`src/rtl/seg_display_driver.sv`:
```
// Four-digit common-anode 7-segment driver: letter digit plus unsigned decimal of result,
// converted by a sequential double-dabble engine. Optional macro: SEG_LEADING_ZERO_BLANK_EN.
module seg_display_driver #(
    parameter int REFRESH_DIV = 50000
) (
    input  logic       clk,
    input  logic       rst,
    input  logic [7:0] result,
    input  logic [3:0] m_3,
    output logic [3:0] an,
    output logic [6:0] seg,
    output logic       dp,
    output logic       busy
);

    localparam int DIV_W = (REFRESH_DIV > 2) ? $clog2(REFRESH_DIV) : 1;
    localparam logic [DIV_W-1:0] DIV_LAST = DIV_W'(REFRESH_DIV - 1);

    typedef enum logic [1:0] {
        ST_IDLE  = 2'd0,
        ST_SHIFT = 2'd1,
        ST_DONE  = 2'd2
    } state_t;

    // Add 3 to every BCD nibble that is 5 or more, ahead of the next shift.
    function automatic logic [11:0] bcd_adjust(input logic [11:0] bcd);
        logic [11:0] adj;
        adj = bcd;
        for (int i = 0; i < 3; i++) begin
            if (bcd[4*i +: 4] >= 4'd5) begin
                adj[4*i +: 4] = bcd[4*i +: 4] + 4'd3;
            end else begin
                adj[4*i +: 4] = bcd[4*i +: 4];
            end
        end
        return adj;
    endfunction

    // Codes 0-9 are digits, A/b/C share the m_3 encoding, anything else is blank.
    function automatic logic [6:0] seg_pattern(input logic [3:0] code);
        case (code)
            4'd0:    return 7'b1000000;
            4'd1:    return 7'b1111001;
            4'd2:    return 7'b0100100;
            4'd3:    return 7'b0110000;
            4'd4:    return 7'b0011001;
            4'd5:    return 7'b0010010;
            4'd6:    return 7'b0000010;
            4'd7:    return 7'b1111000;
            4'd8:    return 7'b0000000;
            4'd9:    return 7'b0010000;
            4'hA:    return 7'b0001000;
            4'hB:    return 7'b0000011;
            4'hC:    return 7'b1000110;
            default: return 7'b1111111;
        endcase
    endfunction

    state_t           state_r, state_s;
    logic [7:0]       cap_r;
    logic [7:0]       shreg_r;
    logic [11:0]      scratch_r;
    logic [11:0]      adj_s;
    logic [2:0]       bitcnt_r;
    logic [3:0]       hund_r, tens_r, ones_r;
    logic             busy_r;
    logic [DIV_W-1:0] div_cnt_r;
    logic [1:0]       digit_r;
    logic [3:0]       code_s;
    logic [3:0]       an_r;
    logic [6:0]       seg_r;
    logic             dp_r;

    // Conversion state register.
    always_ff @(posedge clk or posedge rst) begin
        if (rst) begin
            state_r <= ST_IDLE;
        end else begin
            state_r <= state_s;
        end
    end

    // Next-state logic of the conversion FSM.
    always_comb begin
        state_s = state_r;
        adj_s   = bcd_adjust(scratch_r);
        case (state_r)
            ST_IDLE: begin
                if (result != cap_r) state_s = ST_SHIFT;
                else                 state_s = ST_IDLE;
            end
            ST_SHIFT: begin
                if (bitcnt_r == 3'd0) state_s = ST_DONE;
                else                  state_s = ST_SHIFT;
            end
            ST_DONE: state_s = ST_IDLE;
            default: state_s = ST_IDLE;
        endcase
    end

    // Double-dabble datapath; display registers only ever take a finished conversion.
    always_ff @(posedge clk or posedge rst) begin
        if (rst) begin
            cap_r     <= 8'd0;
            shreg_r   <= 8'd0;
            scratch_r <= 12'd0;
            bitcnt_r  <= 3'd0;
            hund_r    <= 4'd0;
            tens_r    <= 4'd0;
            ones_r    <= 4'd0;
        end else begin
            case (state_r)
                ST_IDLE: begin
                    if (result != cap_r) begin
                        cap_r     <= result;
                        shreg_r   <= result;
                        scratch_r <= 12'd0;
                        bitcnt_r  <= 3'd7;
                    end
                end
                ST_SHIFT: begin
                    {scratch_r, shreg_r} <= {adj_s, shreg_r} << 1;
                    bitcnt_r             <= bitcnt_r - 3'd1;
                end
                ST_DONE: begin
                    hund_r <= scratch_r[11:8];
                    tens_r <= scratch_r[7:4];
                    ones_r <= scratch_r[3:0];
                end
                default: begin
                    bitcnt_r <= 3'd0;
                end
            endcase
        end
    end

    // busy tracks the state the FSM is entering, so it is high exactly in SHIFT and DONE.
    always_ff @(posedge clk or posedge rst) begin
        if (rst) begin
            busy_r <= 1'b0;
        end else begin
            busy_r <= (state_s != ST_IDLE);
        end
    end

    // Refresh divider and digit selector.
    always_ff @(posedge clk or posedge rst) begin
        if (rst) begin
            div_cnt_r <= '0;
            digit_r   <= 2'd0;
        end else if (div_cnt_r == DIV_LAST) begin
            div_cnt_r <= '0;
            digit_r   <= digit_r + 2'd1;
        end else begin
            div_cnt_r <= div_cnt_r + DIV_W'(1);
            digit_r   <= digit_r;
        end
    end

    // Pick the code for the scanned digit; an unknown m_3 falls through to blank.
    always_comb begin
        code_s = 4'hF;
        case (digit_r)
            2'd0: code_s = ones_r;
            2'd1: begin
`ifdef SEG_LEADING_ZERO_BLANK_EN
                if ((hund_r == 4'd0) && (tens_r == 4'd0)) code_s = 4'hF;
                else                                     code_s = tens_r;
`else
                code_s = tens_r;
`endif
            end
            2'd2: begin
`ifdef SEG_LEADING_ZERO_BLANK_EN
                if (hund_r == 4'd0) code_s = 4'hF;
                else                code_s = hund_r;
`else
                code_s = hund_r;
`endif
            end
            2'd3: begin
                if ((m_3 == 4'hA) || (m_3 == 4'hB) || (m_3 == 4'hC)) code_s = m_3;
                else                                                code_s = 4'hF;
            end
            default: code_s = 4'hF;
        endcase
    end

    // Anode and segment registers update together so no digit ever shows a neighbour's pattern.
    always_ff @(posedge clk or posedge rst) begin
        if (rst) begin
            an_r  <= 4'b1111;
            seg_r <= 7'b1111111;
            dp_r  <= 1'b1;
        end else begin
            an_r  <= ~(4'b0001 << digit_r);
            seg_r <= seg_pattern(code_s);
            dp_r  <= 1'b1;
        end
    end

    assign an   = an_r;
    assign seg  = seg_r;
    assign dp   = dp_r;
    assign busy = busy_r;

endmodule

```
`config.mk`:
```
export PLATFORM = sky130hd
export DESIGN_NAME = seg_display_driver
export DESIGN_NICKNAME = d
export VERILOG_FILES = /design/src/rtl/seg_display_driver.sv
export SDC_FILE = /design/constraint.sdc
export NUM_CORES = 1
export LEC_CHECK = 0
export CAP_MARGIN = 20
export CELL_PAD_IN_SITES_DETAIL_PLACEMENT = 1
export CELL_PAD_IN_SITES_GLOBAL_PLACEMENT = 1
export CORE_UTILIZATION = 50
export CTS_CLUSTER_DIAMETER = 30
export CTS_CLUSTER_SIZE = 28
export DETAILED_ROUTE_END_ITERATION = 10
export PLACE_DENSITY = 0.87
export SYNTH_ARGS = -nofsm -noshare
export SYNTH_HDL_FRONTEND = slang
export SYNTH_SLANG_ARGS = --single-unit
```
`constraint.sdc`:
```
create_clock -name clk -period 5.2 [get_ports clk]
set_clock_uncertainty 0.15 [all_clocks]
set_input_delay 1.04 -clock clk [delete_from_list [all_inputs] [get_ports clk]]
set_output_delay 1.04 -clock clk [all_outputs]
set_load 0.005 [all_outputs]
```
# Word-level counts from Yosys, hierarchy flattened
# Memory sizes are Yosys's and may differ from the RTL's. A register that Yosys moved wholly into a read port is not among the register bits.
# Index checks and enable logic that the tools add are counted.
word_totals:
  rom_bits: 112
  mem_count: 1
  inputBits: 14
  word_cells: 61
  out_inout_bits: 13
  register_bits: 68
op_classes:
  n_lt_le_gt_ge: 3
  eq_ne: 11
  bitwise: 2
  n_shift: 1
  mux: 15
  n_reduce_logical: 10
  addsub: 6
mem_list:
  columns: ["name", "depth", "width", "read_ports", "rd_ports_with_merged_regs", "wr", "line_no", "text"]
  rows:
  - ["(name not given)", 16, 7, 1, 1, 0, "41", "case (code)"]
ops:
  columns: ["op", "count"]
  rows:
  - ["$pmux 12 s2", 1]
  - ["$add 16x1->16 const B", 1]
  - ["$eq 16x16->1 const B", 1]
  - ["$mux 16", 1]
  - ["$pmux 4 s4", 1]
  - ["$pmux 8 s2", 1]
  - ["$eq 4x4->1 const B", 3]
  - ["$ge 4x3->1 const B", 3]
  - ["$mux 12", 1]
  - ["$mux 4", 3]
  - ["$pmux 3 s3", 1]
  - ["$add 4x2->4 const B", 2]
  - ["$mux 8", 1]
  - ["$ne 8x8->1", 1]
  - ["$eq 2x2->1 const B", 3]
  - ["$mux 3", 2]
  - ["$reduce_and 2->1", 3]
  - ["$eq 2x1->1 const B", 2]
  - ["$logic_not 2->1", 2]
  - ["$not 4->4", 1]
  - ["$pmux 2 s2", 1]
  - ["$reduce_bool 2->1", 2]
  - ["$shl 1x2->4 const A", 1]
  - ["$add 3x2->3 const B", 1]
  - ["8 further kinds", 9]

# Longest topological paths before layout
# Gate-level depths: netlist of the first run.
depth:
  depth_word: 5
  ltp_mapped: 10
  ltp_nobuf: 9

# Worst setup path before layout of the first run
# OpenSTA, ideal clock, no wires.
synth_timing:
  path_type: "input-to-reg"
  start: "in result[3]"
  end: "reg bitcnt_r[1]"
  n_path_buf: 1
  t_required_ps: 4931
  stages: 7
  slack_ps: 2772
  setup_time_ps: 119
  arrival_ps: 2159
  cell_sequence: "xor2_1 nor4_2 and2_4 a21o_4 inv_4 buf_6 o21a_1"
synth_between:
  elab_chain_cells: 3
synth_lines:
  columns: ["item", "line_no", "text"]
  rows:
  - ["start, declared", "8", "input logic [7:0] result,"]
  - ["$ne 8x8->1", "114", "if (result != cap_r) begin"]
  - ["$ne 2x2->1 (no line)", null, null]
  - ["$reduce_and 2->1 (no line)", null, null]
  - ["end signal, assigned", "123", "bitcnt_r <= bitcnt_r - 3'd1;"]
  - ["end, declared", "64", "logic [2:0] bitcnt_r;"]
# Every way passes these cells.
# A chain may end at the register's enable or synchronous reset.

# Final worst setup path of the first run
layout_timing:
  start: "in result[7]"
  end: "reg scratch_r[3]"
layout_between:
  elab_chain_cells: 3
layout_lines:
  columns: ["item", "line_no", "text"]
  rows:
  - ["$ne 8x8->1", "114", null]
  - ["$ne 2x2->1 (no line)", null, null]
  - ["$reduce_and 2->1 (no line)", null, null]
  - ["end signal, assigned", "122", "{scratch_r, shreg_r} <= {adj_s, shreg_r} << 1;"]
  - ["end, declared", "62", "logic [11:0] scratch_r;"]
# Every way passes these cells.

==> results of run 1 <==
## area by class of cell
class | count | area [µm²]
clock buffer | 13 | 149
clock inverter | 3 | 15.0
fill | 773 | 2780
inverter | 20 | 77.6
multi-input combinational | 232 | 1650
sequential | 75 | 1890
tap | 96 | 120
timing repair buffer | 27 | 265
## logic make-up after synthesis
family / count (synthesis) / share of synthesized area [%]
mux: 16 / 4.83
simple gates: 101 / 14.0
compound gates: 70 / 13.7
fa+ha+maj: 17 / 5.79
flops: 75 / 51.4
other cells: 1 / 0.102
xor+xnor: 27 / 6.43
buf+inv: 30 / 3.75
## registers in the layout (all words and copies together) (netlist names), 4 cells and up
| signal | flops |
|---|---|
| an | 4 |
| cap_r | 8 |
| div_cnt_r | 16 |
| hund_r | 4 |
| ones_r | 4 |
| scratch_r | 12 |
| seg | 7 |
| shreg_r | 8 |
| tens_r | 4 |
## cell usage in the layout, fill, tap and decap left out, types with 2 or more instances in the layout
master	instances
mux2i_1	2
nor4_2	2
a21oi_1	9
nand2b_1	6
nor3_1	3
inv_1	18
nand3_1	9
dfrtp_1	64
and3_1	2
a32o_1	4
buf_4	2
clkbuf_8	10
o31ai_1	4
ha_1	17
xnor2_1	11
o21ai_0	22
clkinv_2	3
clkbuf_1	3
a21o_1	3
o22ai_2	4
nor2_1	21
a22o_1	4
dfstp_2	11
a31oi_1	7
mux2_2	14
nor2b_1	4
nand2_1	37
xor2_1	16
nand4_1	5
clkdlybuf4s50_1	25
a221oi_2	2
## worst reg2reg max path, delay by kind of cell (launching register included)
| family | cells | cell delay, ps |
|---|---|---|
| adder cells (fa/ha/maj) | 1 | 380 |
| flip-flops | 1 | 420 |
| buffers and inverters | 1 | 160 |
| AO/OA/AOI/OAI | 4 | 1250 |
## per-layer routing
| layer | up-vias | wire [µm] | GRT usage (%) |
|---|---|---|---|
| met2 | 38 | 4080 | 39.7 |
| met3 | 14 | 194 | 4.15 |
| met4 | 0 | 135 | 8.64 |
| met1 | 1341 | 3570 | 30.3 |
| met5 | - | 0 | 0 |
| li1 | 1225 | - | - |
## worst min path at each step
stage / endpoint / startpoint
finish: div_cnt_r[0]$_DFF_PP0_ / div_cnt_r[0]$_DFF_PP0_
detailed placement: tens_r[0]$_DFFE_PP0N_ / tens_r[0]$_DFFE_PP0N_
global placement: tens_r[0]$_DFFE_PP0N_ / tens_r[0]$_DFFE_PP0N_
global route: div_cnt_r[0]$_DFF_PP0_ / div_cnt_r[0]$_DFF_PP0_
floorplan: div_cnt_r[0]$_DFF_PP0_ / div_cnt_r[0]$_DFF_PP0_
CTS: div_cnt_r[0]$_DFF_PP0_ / div_cnt_r[0]$_DFF_PP0_
## power breakdown
part           leakage, nW  total (mW)  internal (mW)  switching [mW]
sequential           0.919       0.905          0.781           0.125
combinational        0.834       0.729          0.326           0.403
clock               0.0872       0.392          0.185           0.208
## through the flow
stage / std cells / util [%] / power, mW / cell area (µm²) / hold slack [ps]
6_report: 466 / 60.0 / 2.03 / 4160 / 328
5_1_grt: 466 / 60.0 / 2.17 / 4160 / 346
4_1_cts: 466 / 60.0 / 2.04 / 4160 / 336
3_5_place_dp: 450 / 57.6 / 1.64 / 4000 / 323
3_3_place_gp: 450 / 57.6 / 1.57 / 4000 / 318
2_1_floorplan: 337 / - / 1.41 / 3670 / 298
==> impl_results.md, run 1 <==
- Share of cells above drive strength 1: 15.4%
- Vias/cell: 5.62
- Synth top area share: 43.6%
- Worst reg-to-reg path cell count: 6
- Slew HR: a little under a third
- Reg2Reg Capture Point: seg[4]$_DFF_PP1_
- DRC viols: 0
- Crit path buf inv count: 2
- Total GRT Usage: 23.5%
- Slew Viols, Final: 0
- Routed len/inst: ~17 µm
- Routed Antenna Nets: 0
- Tcrit/Tclk final: between 50% and 60%
- Antenna violations before repair: 0
- Hold-fix buffers, CTS: 0
- Nets: 396
- Number of synthesized flops with an enable pin: 0
- Full die area: 7700 µm²
- Kind of critical path: input port to flip-flop
- Die height: ~88 µm
- Max_cap viols: 0
- Deepest clock path buffer count: 2
- Worst vdd ir: 0.224 mV
- Die Width: 87.7 µm
- Placeable Area: between 6000 and 7000 µm²
- Initial Utilization: 52.9%
- Final worst setup slack: 2370 ps
- CTS H-tree depth: 3
- Hold depth: 1
- CP Cell Sequence: clkdlybuf4s50_1, xor2_1, nor4_2, and2_4, a21o_4, inv_4, o31ai_1, a32o_1
- Async set-reset flop share out of synthesis: 100%
- Number of CTS-inserted buffers: 9
- Post_cts resized: 0
- Final Hold Vio Count: 0
- HPWL after detailed placement: 5.62 mm
- Grt ovf: 0
- Pre-CTS setup slack: roughly 2000 ps
- CP endpoint: scratch_r[3]$_DFFE_PP0P_
- Row cnt: 30
- RSZ-0062 raised after global routing: false
- Max Clock Freq: 354 MHz
- CP top delay family: buffers and inverters
- Critical path origin: result[7]
- Buffer count from post-CTS setup fixing: 0
- Routed via count: 2618
- Min-Delay Path Class: flip-flop to flip-flop
- Post-synthesis net count: 368
- Fin crit period: 2830 ps
- Most common flop cell mapped by yosys: dfrtp_1
- IO Pins: 27
- Flops & latches, synth: 75
- # setup viols final: 0
- Top cells by area, synth: dfrtp_1 (44%), dfstp_2 (7.9%), ha_1 (5.8%), mux2_2 (4.3%), xor2_1 (3.8%)
- CP Max Fanout: 25
- Diodes inserted: 0
- Distinct cells, synth: 55
- DR pass1 iterations: 4
- IO Port Bufs: 25
- Status: finished clean
- Slowest cell delay on critical path: 530 ps
- Drt total wl: 7.98 mm
- Warnings from Yosys: 0
- CP endpoint kind: flip-flop
- Worst path depth: 8
- Worst endpoint data arrival time: a little under 3000 ps
- Final GP Congestion: 0.829
- Syn avg cell area: 10.9 µm²
- CTS tree: built
- Cells after Synth: 337
- Clock root cell: clkbuf_8
- Most frequent cells after synthesis: dfrtp_1 (64), nand2_1 (37), o21ai_0 (22), nor2_1 (21), inv_1 (19)
- Seq/Total Area, Yosys: 51.4%
- Worst EP required: 5280 ps
- Worst Tran Pin Value: 1040 ps
- Largest net degree at the start of global routing: 48
- Count leader, synth: dfrtp_1
- Static Leak: 1.84 nW
- Clock transition at path regs: ~70 ps
- Layout area overhead: 13.3%
- Slowest-stage cell, CP: clkdlybuf4s50_1
- First-pass GRT wire length: 13.7 mm
- Clk Latency, worst-skew pair: between 300 and 400 ps
- Post-synth design cell area: approximately 3700 µm²
- FF-to-FF Start: digit_r[0]$_DFFE_PP0N_
- Dominant cell type by area after synthesis: dfrtp_1
- R2R Setup Slk: 2730 ps
- Clock sinks: 75
- Critical Path Source Type: input port
- Setup TNS Final: 0 ps
- Pwr dens: between 400 and 500 nW/µm²
- Vias in the first global route: 2773
- Iteration-0 DRC Markers: 113
(Power assumes the default switching activity.)
==> run 2: changes to the inputs <==
--- a/config.mk
+++ b/config.mk
@@ -8,11 +8,11 @@
 export CAP_MARGIN = 20
 export CELL_PAD_IN_SITES_DETAIL_PLACEMENT = 1
 export CELL_PAD_IN_SITES_GLOBAL_PLACEMENT = 1
-export CORE_UTILIZATION = 50
+export CORE_UTILIZATION = 42
 export CTS_CLUSTER_DIAMETER = 30
 export CTS_CLUSTER_SIZE = 28
 export DETAILED_ROUTE_END_ITERATION = 10
-export PLACE_DENSITY = 0.87
+export PLACE_DENSITY = 0.78
 export SYNTH_ARGS = -nofsm -noshare
 export SYNTH_HDL_FRONTEND = slang
 export SYNTH_SLANG_ARGS = --single-unit
==> constraint.sdc (replaced) <==
create_clock -name clk -period 2.4 [get_ports clk]
set_clock_uncertainty 0.15 [all_clocks]
set_input_delay 0.48 -clock clk [delete_from_list [all_inputs] [get_ports clk]]
set_output_delay 0.48 -clock clk [all_outputs]
set_load 0.005 [all_outputs]
==> impl_results.md, run 2 (synthesized netlist as in run 1, its figures left out) <==
- Share of cells above drive strength 1: 21.6%
- Commonest non-fill, non-tap cell in the layout: dfrtp_1
- DRC viols: 0
- CP Max Fanout: 5
- First-pass GRT wire length: around 13 mm
- Critical Path Source Type: flip-flop
- Vias in the first global route: about 2800
- Nets: between 400 and 500
- Worst endpoint data arrival time: ~2400 ps
- Max FFs per register: 16
- Largest net degree at the start of global routing: 30
- Vias/cell: 5.33
- CP endpoint kind: flip-flop
- Clock sinks: 75
- Largest register by flop count: div_cnt_r
- Placement Cell Area: ~4200 µm²
- Full die area: 9130 µm²
- Deepest clock path buffer count: 2
- Slowest-stage cell, CP: or4_1
- HPWL after detailed placement: about 5.6 mm
- Final GP Congestion: slightly above 0.8
- Clk Latency, worst-skew pair: approximately 350 ps
- Layout area overhead: 21.4%
- Biggest regs: div_cnt_r: 16 flops, scratch_r: 12 flops
- Setup TNS Final: 0 ps
- # setup viols final: 0
- Clock transition at path regs: 90 ps
- Slowest cell delay on critical path: 530 ps
- IO Port Bufs: 25
- Antenna violations before repair: 0
- Number of CTS-inserted buffers: 9
- Worst EP required: 2550 ps
- Post-route design area: 4460 µm²
- Placeable Area: 8340 µm²
- Status: finished clean
- CP top delay family: simple AND/OR/NAND/NOR gates
- Drt total wl: 7.83 mm
- Total GRT Usage: 19.2%
- Tcrit/Tclk final: 95.4%
- Pwr dens: 1070 nW/µm²
- Crit path buf inv count: 2
- Slew Viols, Final: 0
- Initial Utilization: 44.1%
- Diodes inserted: 0
- Routed len/inst: 15.7 µm
- Filler cells: 936
- DR pass1 iterations: 5
- Final worst setup slack: ~110 ps
- CP Cell Sequence: inv_1, ha_1, a221oi_1, a21o_1, buf_4, or4_1, nand4_1
- Static Leak: 1.99 nW
- Die height: 95.5 µm
- CTS tree: built
- Iteration-0 DRC Markers: 86
- Final Hold Vio Count: 0
- Routed Antenna Nets: 0
- Slew HR: between 40% and 50%
- Worst vdd ir: roughly 0.43 mV
- Max Clock Freq: 437 MHz
- IO Pins: 27
- Min-Delay Path Class: flip-flop to flip-flop
- Worst Tran Pin Value: 784 ps
- Grt ovf: 0
- Max_cap viols: 0
- Die Width: 95.5 µm
- Row cnt: 33
- RSZ-0062 raised after global routing: true
- Leading cell types in the layout, fill and taps excluded: dfrtp_1 (64), nand2_1 (37), clkdlybuf4s50_1 (25)
- CTS H-tree depth: 3
- Routed via count: 2660
- Fin crit period: ~2300 ps
- Kind of critical path: flip-flop to flip-flop
- Pre-CTS setup slack: -130 ps
- Clock root cell: clkbuf_8
run 2: cell count changes in the layout (fill, tap and decap cells not counted), moves of 2 or more:
cell        delta
buf_12         +2
buf_4         +22
bufinv_16      +2
clkbuf_1       -3
clkinvlp_4     +2
run 2: cell type report:
cell class	count	area (µm²)	share of cell area [%]
sequential	75	1890	42.4
timing repair buffer	51	470	10.5
inverter	20	81.3	1.82
tap	105	131	2.95
clock buffer	10	149	3.34
clock inverter	6	86.3	1.94
multi-input combinational	232	1650	37.0
run 2: power by group:
| part | switching [mW] | internal [mW] | total (mW) |
|---|---|---|---|
| logic | 0.864 | 0.823 | 1.69 |
| registers | 0.258 | 1.69 | 1.95 |
| clock network | 0.490 | 0.647 | 1.14 |
run 2: metrics by stage:
step	power [mW]	hold WS [ps]	cells	util [%]
floorplan	3.05	298	337	-
global placement	3.51	320	480	50.3
detailed placement	3.62	325	480	50.3
CTS	4.78	337	496	53.2
global route	5.10	353	499	53.5
finish	4.77	329	499	53.5
run 2: worst paths after layout:
| kind | from | to | slack (ps) | depth (start not counted) |
|---|---|---|---|---|
| setup / recovery | digit_r[0]$_DFFE_PP0N_ | seg[0]$_DFF_PP1_ | 110 | 7 |
| hold / removal | div_cnt_r[0]$_DFF_PP0_ | div_cnt_r[0]$_DFF_PP0_ | 330 | 1 |
| setup reg to reg | digit_r[0]$_DFFE_PP0N_ | seg[0]$_DFF_PP1_ | 110 | 7 |
| hold reg to reg | div_cnt_r[0]$_DFF_PP0_ | div_cnt_r[0]$_DFF_PP0_ | 330 | 1 |
| max in group asynchronous | rst | an[3]$_DFF_PP1_ | 1200 | 3 |
| min in group asynchronous | rst | scratch_r[9]$_DFFE_PP0P_ | 350 | 2 |
run 2: layer usage:
layer	GRT usage (%)	part of all wire, %
met1	23.5	44
met2	34.0	52
met3	2.87	2.2
met4	7.46	1.5
met5	0	0
run 2: timing repair:
action	CTS	global route
hold buffers	0	0
setup buffers	0	3
endpoints found under the setup margin	0	2
gates resized for setup	0	1
==> run 3: changes to the inputs <==
--- a/config.mk
+++ b/config.mk
@@ -8,6 +8,8 @@
 export CAP_MARGIN = 20
 export CELL_PAD_IN_SITES_DETAIL_PLACEMENT = 1
 export CELL_PAD_IN_SITES_GLOBAL_PLACEMENT = 1
+export CORE_ASPECT_RATIO = 1.75
+export CORE_MARGIN = 10
 export CORE_UTILIZATION = 42
 export CTS_CLUSTER_DIAMETER = 30
 export CTS_CLUSTER_SIZE = 28
==> impl_results.md, run 3 (synthesized netlist as in run 1, its figures left out) <==
- Status: finished clean
- Hold-fix buffers, CTS: 0
- Static Leak: 1.99 nW
- Final core occ: approximately 52%
- Antenna violations before repair: 0
- Placeable Area: 8610 µm²
- Clock root cell: clkbuf_16
- Number of CTS-inserted buffers: 9
- Routed via count: 2688
- Min-Delay Path Class: flip-flop to flip-flop
- First-pass GRT wire length: between 10 and 15 mm
- Full die area: 13000 µm²
- Met3 WL: 261 µm
- Max FFs per register: 16
- Final hold slack: 334 ps
- Commonest non-fill, non-tap cell in the layout: dfrtp_1
- Largest net degree at the start of global routing: 60
- Routed len/inst: roughly 16 µm
- Final worst setup slack: roughly 150 ps
- Largest register by flop count: div_cnt_r
- IO Pins: 27
- Leading cell types in the layout, fill and taps excluded: dfrtp_1 (64), nand2_1 (37), clkdlybuf4s50_1 (25)
- Vias in the first global route: ~3000
- Nets: slightly above 400
- Critical Path Source Type: flip-flop
- Clock sinks: 75
- Final Hold Vio Count: 0
- Share of cells above drive strength 1: 19.6%
- Slowest cell delay on critical path: 380 ps
- Slew Viols, Final: 0
- Fin crit period: 2250 ps
- Drt total wl: a little over 8 mm
- Slew HR: 61.3%
- CTS H-tree depth: 3
- Worst Tran Pin Value: 580 ps
- Tcrit/Tclk final: 93.7%
- Worst endpoint data arrival time: 2350 ps
- IO Port Bufs: 25
- CTS tree: built
- Clk Latency, worst-skew pair: 340 ps
- Worst EP required: 2500 ps
- WL met2: between 4 and 5 mm
- DR pass1 iterations: 4
- Biggest regs: div_cnt_r: 16 flops, scratch_r: 12 flops
- Filler cells: about 950
- Total GRT Usage: 13.4%
- Slowest-stage cell, CP: dfrtp_1
- Layout area overhead: 22.0%
- Routed Antenna Nets: 0
- Initial Utilization: 42.7%
- Top Metal Used: met4
- Grt ovf: 0
- Die height: 144 µm
- Worst vdd ir: 0.618 mV
- Max_cap viols: 0
- Clock transition at path regs: roughly 60 ps
- Diodes inserted: 0
- CP Max Fanout: 5
- HPWL after detailed placement: 5.84 mm
- Iteration-0 DRC Markers: 102
- DRT met1 WL: about 2.9 mm
- CP Cell Sequence: inv_1, ha_1, a221oi_1, a21o_1, inv_1, ha_1, o21ai_0, o22ai_1
- Pre-CTS setup slack: -143 ps
- Deepest clock path buffer count: 2
- Pwr dens: 1110 nW/µm²
- Kind of critical path: flip-flop to flip-flop
- Max Clock Freq: about 440 MHz
- Die Width: 90.7 µm
- Final GP Congestion: roughly 0.82
- # setup viols final: 0
- DRC viols: 0
- CP endpoint kind: flip-flop
- Vias/cell: roughly 5.3
- Row cnt: 45
[run 3: changes by cell type in the layout (fill, tap and decap cells not counted), sizes merged]
cell,delta
clkbuf,+4
clkinv,-2
buf,-7
bufinv,-1
clkinvlp,-1
[run 3: area by class of cell]
type	instances	area [µm²]	area share, %
flip-flops and latches	75	1890	42.2
multi-input cells	232	1650	36.8
repair buffers	44	405	9.05
clock buffers	14	274	6.11
well taps	117	146	3.27
inverters	20	81.3	1.81
clock inverters	2	35.0	0.782
[run 3: final timing paths]
path                            cells after the start                   start                  endpoint  slack, ps
max in group asynchronous                           3                     rst   div_cnt_r[12]$_DFF_PP0_       1160
worst max register to register                      8  digit_r[0]$_DFFE_PP0N_          seg[5]$_DFF_PP1_        150
worst min register to register                      1  div_cnt_r[0]$_DFF_PP0_    div_cnt_r[0]$_DFF_PP0_        330
worst min-delay path                                1  div_cnt_r[0]$_DFF_PP0_    div_cnt_r[0]$_DFF_PP0_        330
worst max-delay path                                8  digit_r[0]$_DFFE_PP0N_          seg[5]$_DFF_PP1_        150
min in group asynchronous                           2                     rst  scratch_r[1]$_DFFE_PP0P_        340
[run 3: metrics by stage]
step	TNS (ps)	power [mW]	cells	area, µm²
after floorplan	0	3.05	337	3680
after global placement	-1030	3.52	487	4160
after detailed placement	-1560	3.63	487	4160
after CTS	0	5.05	503	4470
after global routing	-8.59	5.33	504	4480
final	0	4.99	504	4480
[run 3: where the power goes]
group	leakage, nW	switching (mW)	internal (mW)	total, mW
combinational	0.917	0.862	0.795	1.66
sequential	0.919	0.259	1.69	1.95
clock	0.153	0.495	0.889	1.38
[run 3: what timing repair did]
action                     in CTS  in global routing
setup endpoints to repair       0                  4
setup buffers                   0                  1
gates resized for setup         0                  1
[run 3: layer usage]
layer	GRT usage, %	vias up
li1	-	1265
met1	12.4	1366
met2	26.1	37
met3	3.50	20
met4	6.82	0
met5	0	-
[run 3: worst max-delay path: cells and delay by family, from the launching register on]
kind	cells	cell delay, ps
DFF	1	380
AOI/OAI and AO/OA	4	900
buffers and inverters	2	190
adders and majority gates	2	550
